### src/rtl/pipelined_mag_comparator.sv
// Pipelined WIDTH-bit magnitude comparator that resolves one CHUNK-bit slice per stage, MSB slice first.
// It also keeps saturating GT/EQ/LT event counters.
module pipelined_mag_comparator #(
  parameter int WIDTH = 16,
  parameter int CHUNK = 4,
  parameter int CNT_W = 16
) (
  input  logic             clk,
  input  logic             rst_n,
  input  logic             in_valid,
  input  logic             signed_mode,
  input  logic [WIDTH-1:0] a,
  input  logic [WIDTH-1:0] b,
  input  logic             cnt_clr,
  output logic             out_valid,
  output logic             greater,
  output logic             equal,
  output logic             lesser,
  output logic [CNT_W-1:0] gt_count,
  output logic [CNT_W-1:0] eq_count,
  output logic [CNT_W-1:0] lt_count
);

  localparam int NSTG = (WIDTH + CHUNK - 1) / CHUNK;
  localparam int PW   = NSTG * CHUNK;
  localparam int NOPS = (NSTG > 1) ? NSTG - 1 : 1;

  logic [PW-1:0]    a_cap, b_cap;
  logic [NSTG-1:0]  vld_q, vld_d, gt_q, gt_d, lt_q, lt_d;
  logic [PW-1:0]    a_q [NOPS];
  logic [PW-1:0]    a_d [NOPS];
  logic [PW-1:0]    b_q [NOPS];
  logic [PW-1:0]    b_d [NOPS];
  logic             equal_q, equal_d;
  logic [CNT_W-1:0] gt_cnt_q, gt_cnt_d, eq_cnt_q, eq_cnt_d, lt_cnt_q, lt_cnt_d;

  logic [PW-1:0]    cur_a, cur_b;
  logic [CHUNK-1:0] sl_a, sl_b;
  logic             in_v, in_g, in_l;
  int               prv, wix;

  // Flipping the sign bit maps two's-complement order onto unsigned order.
  always_comb begin
    a_cap = '0;
    b_cap = '0;
    a_cap[WIDTH-1:0] = a;
    b_cap[WIDTH-1:0] = b;
    a_cap[WIDTH-1]   = a[WIDTH-1] ^ signed_mode;
    b_cap[WIDTH-1]   = b[WIDTH-1] ^ signed_mode;
  end

  always_comb begin
    vld_d = '0;
    gt_d  = gt_q;
    lt_d  = lt_q;
    a_d   = a_q;
    b_d   = b_q;
    cur_a = '0;
    cur_b = '0;
    sl_a  = '0;
    sl_b  = '0;
    in_v  = 1'b0;
    in_g  = 1'b0;
    in_l  = 1'b0;
    prv   = 0;
    wix   = 0;
    for (int k = 0; k < NSTG; k++) begin
      prv = (k == 0) ? 0 : k - 1;
      wix = (k < NOPS) ? k : NOPS - 1;
      if (k == 0) begin
        cur_a = a_cap;
        cur_b = b_cap;
        in_v  = in_valid;
        in_g  = 1'b0;
        in_l  = 1'b0;
      end else begin
        cur_a = a_q[prv];
        cur_b = b_q[prv];
        in_v  = vld_q[prv];
        in_g  = gt_q[prv];
        in_l  = lt_q[prv];
      end
      sl_a     = cur_a[PW-1-k*CHUNK -: CHUNK];
      sl_b     = cur_b[PW-1-k*CHUNK -: CHUNK];
      vld_d[k] = in_v;
      // Stage data only moves with a valid transaction, so the last stage holds its result.
      if (in_v) begin
        gt_d[k] = in_g;
        lt_d[k] = in_l;
        if (!(in_g || in_l) && (sl_a != sl_b)) begin
          gt_d[k] = (sl_a > sl_b);
          lt_d[k] = (sl_a < sl_b);
        end
        if (k < NSTG - 1) begin
          a_d[wix] = cur_a;
          b_d[wix] = cur_b;
        end
      end
    end
    equal_d = equal_q;
    if (vld_d[NSTG-1]) begin
      equal_d = ~(gt_d[NSTG-1] | lt_d[NSTG-1]);
    end
  end

  // Counters see the registered result, so a clear in the same cycle drops that result.
  always_comb begin
    gt_cnt_d = gt_cnt_q;
    eq_cnt_d = eq_cnt_q;
    lt_cnt_d = lt_cnt_q;
    if (cnt_clr) begin
      gt_cnt_d = '0;
      eq_cnt_d = '0;
      lt_cnt_d = '0;
    end else if (vld_q[NSTG-1]) begin
      if (gt_q[NSTG-1]) begin
        if (gt_cnt_q != '1) gt_cnt_d = gt_cnt_q + CNT_W'(1);
      end else if (lt_q[NSTG-1]) begin
        if (lt_cnt_q != '1) lt_cnt_d = lt_cnt_q + CNT_W'(1);
      end else begin
        if (eq_cnt_q != '1) eq_cnt_d = eq_cnt_q + CNT_W'(1);
      end
    end
  end

  always_ff @(posedge clk or negedge rst_n) begin
    if (!rst_n) begin
      vld_q    <= '0;
      gt_q     <= '0;
      lt_q     <= '0;
      equal_q  <= 1'b0;
      gt_cnt_q <= '0;
      eq_cnt_q <= '0;
      lt_cnt_q <= '0;
      for (int i = 0; i < NOPS; i++) begin
        a_q[i] <= '0;
        b_q[i] <= '0;
      end
    end else begin
      vld_q    <= vld_d;
      gt_q     <= gt_d;
      lt_q     <= lt_d;
      equal_q  <= equal_d;
      gt_cnt_q <= gt_cnt_d;
      eq_cnt_q <= eq_cnt_d;
      lt_cnt_q <= lt_cnt_d;
      a_q      <= a_d;
      b_q      <= b_d;
    end
  end

  assign out_valid = vld_q[NSTG-1];
  assign greater   = gt_q[NSTG-1];
  assign lesser    = lt_q[NSTG-1];
  assign equal     = equal_q;
  assign gt_count  = gt_cnt_q;
  assign eq_count  = eq_cnt_q;
  assign lt_count  = lt_cnt_q;

endmodule

### config.mk
export PLATFORM = sky130hd
export DESIGN_NAME = pipelined_mag_comparator
export DESIGN_NICKNAME = d
export VERILOG_FILES = /design/src/rtl/pipelined_mag_comparator.sv
export SDC_FILE = /design/constraint.sdc
export NUM_CORES = 1
export LEC_CHECK = 0
export BUFFER_PORTS_ARGS = -buffer_cell sky130_fd_sc_hd__buf_2
export CAP_MARGIN = 5
export CORE_ASPECT_RATIO = 0.6
export CORE_MARGIN = 4
export CORE_UTILIZATION = 40
export DETAILED_ROUTE_END_ITERATION = 16
export SLEW_MARGIN = 30
export SYNTH_ARGS = -nofsm -noshare
export SYNTH_HDL_FRONTEND = slang
export SYNTH_SLANG_ARGS = --single-unit
### constraint.sdc
create_clock -name clk -period 1.8 [get_ports clk]
set_clock_uncertainty 0.15 [all_clocks]
set_input_delay 0.18 -clock clk [delete_from_list [all_inputs] [get_ports clk]]
set_output_delay 0.18 -clock clk [all_outputs]
set_load 0.02 [all_outputs]
==> results.sh <==
export IMPL_status="finished clean"
export IMPL_first_iter_violations=172
export IMPL_coreArea_um2=12900
export IMPL_grt_use_met3_pct=4.02
export IMPL_r2r_start="gt_q[3]"
export IMPL_critPathLaunch="gt_q[3]"
export IMPL_drv_slew=0
export IMPL_reg2reg_slack_ns=0.05
export IMPL_avgSynthCellArea_um2=10.8
export IMPL_cts_buffers=9
export IMPL_top_level_ports=89
export IMPL_grt_max_degree=43
export IMPL_drive_gt1_share_pct=36.4
export IMPL_grtUsageMet2_pct=24.5
export IMPL_setup_viol=0
export IMPL_synth_async_reset_ratio_pct=100
export IMPL_power_total_mw=5.82
export IMPL_yosysTopAreaCellShare_pct=51.9
export IMPL_cpMaxStageDelayCell="dfrtp_2"
export IMPL_antenna_found_initial=0
export IMPL_synth_most_common_cell="dfrtp_1"
export IMPL_dr_pass1_iters=5
export IMPL_max_vdd_ir_drop_mv=0.482
export IMPL_grtUsageTotal_pct=16.8
export IMPL_dpl_hpwl_mm=9.14
export IMPL_netlist_top_cells_area="dfrtp_1 (52%), mux2_2 (7.9%), ha_1 (4.5%), nor2_1 (4.1%), xnor2_1 (3.2%)"
export IMPL_required_ns=1.88
export IMPL_critPathTopFamily="simple AND/OR/NAND/NOR gates"
export IMPL_cp_buffers_inverters=0
export IMPL_max_slew_margin_rel_pct=65.1
export IMPL_synthFlopType="dfrtp_1"
export IMPL_fmax_ghz=0.570
export IMPL_endpoint_kind="flop"
export IMPL_cts_tree="done"
export IMPL_nets=713
export IMPL_dieArea_um2=15100
export IMPL_place_congestion=0.804
export IMPL_ys_seq_elements=109
export IMPL_critPathCapture="eq_count[7]"
export IMPL_syn_num_nets=544
export IMPL_synth_cells=488
export IMPL_fp_row_count=32
export IMPL_grt_most_used_layer="met1"
export IMPL_cp_depth=5
export IMPL_viasPerCell=5.09
export IMPL_powerDensity_nw_per_um2=825
export IMPL_critPathMaxFanout=10
export IMPL_yosysWarnings=0
export IMPL_final_antenna_net_count=0
export IMPL_htree_levels=3
export IMPL_clk_path_buf_depth=2
export IMPL_fin_tns_setup_ns=0
export IMPL_synth_edf_count=0
export IMPL_hold_viol=0
export IMPL_areaGrowthSynthToFinish_pct=34.0
export IMPL_reg2reg_to="eq_count[7]"
export IMPL_start_kind="flop"
export IMPL_crit_path_max_incr_delay_ns=0.49
export IMPL_clk_latency_ns=0.35
export IMPL_min_path_type="in2reg"
export IMPL_max_cap_violations=0
export IMPL_drc=0
export IMPL_clkSinkCount=109
export IMPL_rsz0062_at_grt="true"
export IMPL_period_share_pct=97.4
export IMPL_arrival_ns=1.84
export IMPL_r2r_cells=5
export IMPL_finalWirelength_mm=12.3
export IMPL_yosysTopAreaCell="dfrtp_1"
export IMPL_min_period_ns=1.75
export IMPL_globalRouteMet1Util_pct=25.2
export IMPL_start_util_pct=40.9
export IMPL_clk_pin_slew_ns=0.08
export IMPL_portBuffers=88
export IMPL_antenna_cells=0
export IMPL_die_w_um=156
export IMPL_routed_via_count=4232
export IMPL_seq_area_frac_synth_pct=51.9
export IMPL_critical_path_class="reg2reg"
export IMPL_root_buffer="clkbuf_16"
export IMPL_synth_top_cells_by_count="dfrtp_1 (109), nor2_1 (57), mux2_2 (37), nand2_1 (30), o21ai_0 (25)"
export IMPL_grt_pass1_vias=4301
export IMPL_synth_distinct_cells=48
export IMPL_leakage_nw=3.24
export IMPL_die_h_um=96.8
export IMPL_wl_per_cell_um=14.7
export IMPL_tightest_slew_ns=0.524
export IMPL_path_cells="or3b_4 -> nor4_1 -> o21ai_1 -> xor2_1 -> nor2_1"
export IMPL_grt_ovfl_total=0
export IMPL_synth_cell_area_um2=5260
export IMPL_grt_pass1_wl_mm=21.0
-- area by class of cell --
class / count / area [um^2]
clock inverters: 7 / 68.8
fillers: 1120 / 5800
inverters: 20 / 75.1
multi-input cells: 342 / 2530
flip-flops and latches: 109 / 2740
repair buffers: 175 / 1200
clock buffers: 9 / 225
well taps: 170 / 213
-- worst reg2reg max path, delay by kind of cell, from the launching register on --
family,cells,cell delay [ns]
AO/OA/AOI/OAI,1,0.13
AND/OR/NAND/NOR,3,0.73
XOR/XNOR,1,0.14
flip-flops,1,0.49
-- logic make-up (layout without fill, tap and decap cells) --
| group | after synthesis | count (layout) | share of synthesized area (%) |
|---|---|---|---|
| muxes | 46 | 46 | 9.64 |
| buffers and inverters | 37 | 211 | 2.83 |
| and+or+nand+nor | 168 | 168 | 16.2 |
| DFF | 109 | 109 | 51.9 |
| AOI/OAI and AO/OA | 71 | 71 | 8.61 |
| xor gates and xnor gates | 38 | 38 | 6.33 |
| adders and majority gates | 19 | 19 | 4.52 |
-- cells in the final DEF (no fill, tap or decap), types with 12 or more instances in the layout --
master         Yosys  routed
dfrtp_1          109     100
buf_2              2      87
buf_4              0      59
nor2_1            57      56
mux2_2            37      37
nand2_1           30      30
dlygate4sd3_1      0      26
o21ai_0           25      21
inv_1             20      20
xor2_1            19      19
xnor2_1           19      19
ha_1              19      18
nand4_1           16      16
a21oi_1           14      14
nand3_1           14      12
-- report_power, final --
part / internal, mW / leakage, nW / switching (mW)
registers: 2.68 / 1.38 / 0.185
clock network: 0.976 / 0.143 / 0.969
logic: 0.497 / 1.72 / 0.509
-- per-layer routing --
| layer | share of wire, % | wire length [um] |
|---|---|---|
| met2 | 42 | 5200 |
| met1 | 51 | 6210 |
| met3 | 5.8 | 708 |
| met4 | 1.1 | 135 |
| met5 | 0 | 0 |
-- worst min-delay path by stage --
| stage | from | endpoint | slack (ns) | depth (start not counted) |
|---|---|---|---|---|
| after global routing | cnt_clr | lt_count[13] | 0.02 | 2 |
| after detailed placement | rst_n | eq_count[4] | -0.005 | 1 |
| after CTS | cnt_clr | lt_count[13] | 0.01 | 2 |
| final | cnt_clr | lt_count[13] | 0.02 | 2 |
| after global placement | rst_n | eq_count[4] | -0.005 | 1 |
| after floorplan | rst_n | a_q[16] | -0.27 | 0 |
-- timing repair --
item | 4_1_cts | 5_1_grt
gates resized for setup | 5 | 23
pin swaps | 2 | 7
hold buffers | 26 | 0
hold endpoints to repair | 103 | 0
endpoints found under the setup margin | 15 | 24
buffers inserted | 1 | 2
cloned | 0 | 0
-- state kept, by name (all words and copies together), names as in the netlist --
signal / count
a_q: 20
b_q: 20
eq_count: 16
gt_count: 16
lt_count: 16
cur_a: 4
cur_b: 4
gt_q: 4
lt_q: 4
vld_q: 4
equal: 1
-- metrics by stage --
step | std cells | hold slack [ns] | worst slack [ns] | instance area [um^2] | util [%]
2_1_floorplan | 488 | -0.266 | -0.159 | 5320 | -
3_3_place_gp | 787 | -0.00501 | -0.0519 | 6370 | 49.5
3_5_place_dp | 787 | -0.00462 | -0.0832 | 6370 | 49.5
4_1_cts | 830 | 0.0102 | 0.00377 | 6950 | 54.1
5_1_grt | 832 | 0.0195 | -0.0378 | 7050 | 54.8
6_report | 832 | 0.0202 | 0.0462 | 7050 | 54.8
Power figures use the tool's default switching activity.
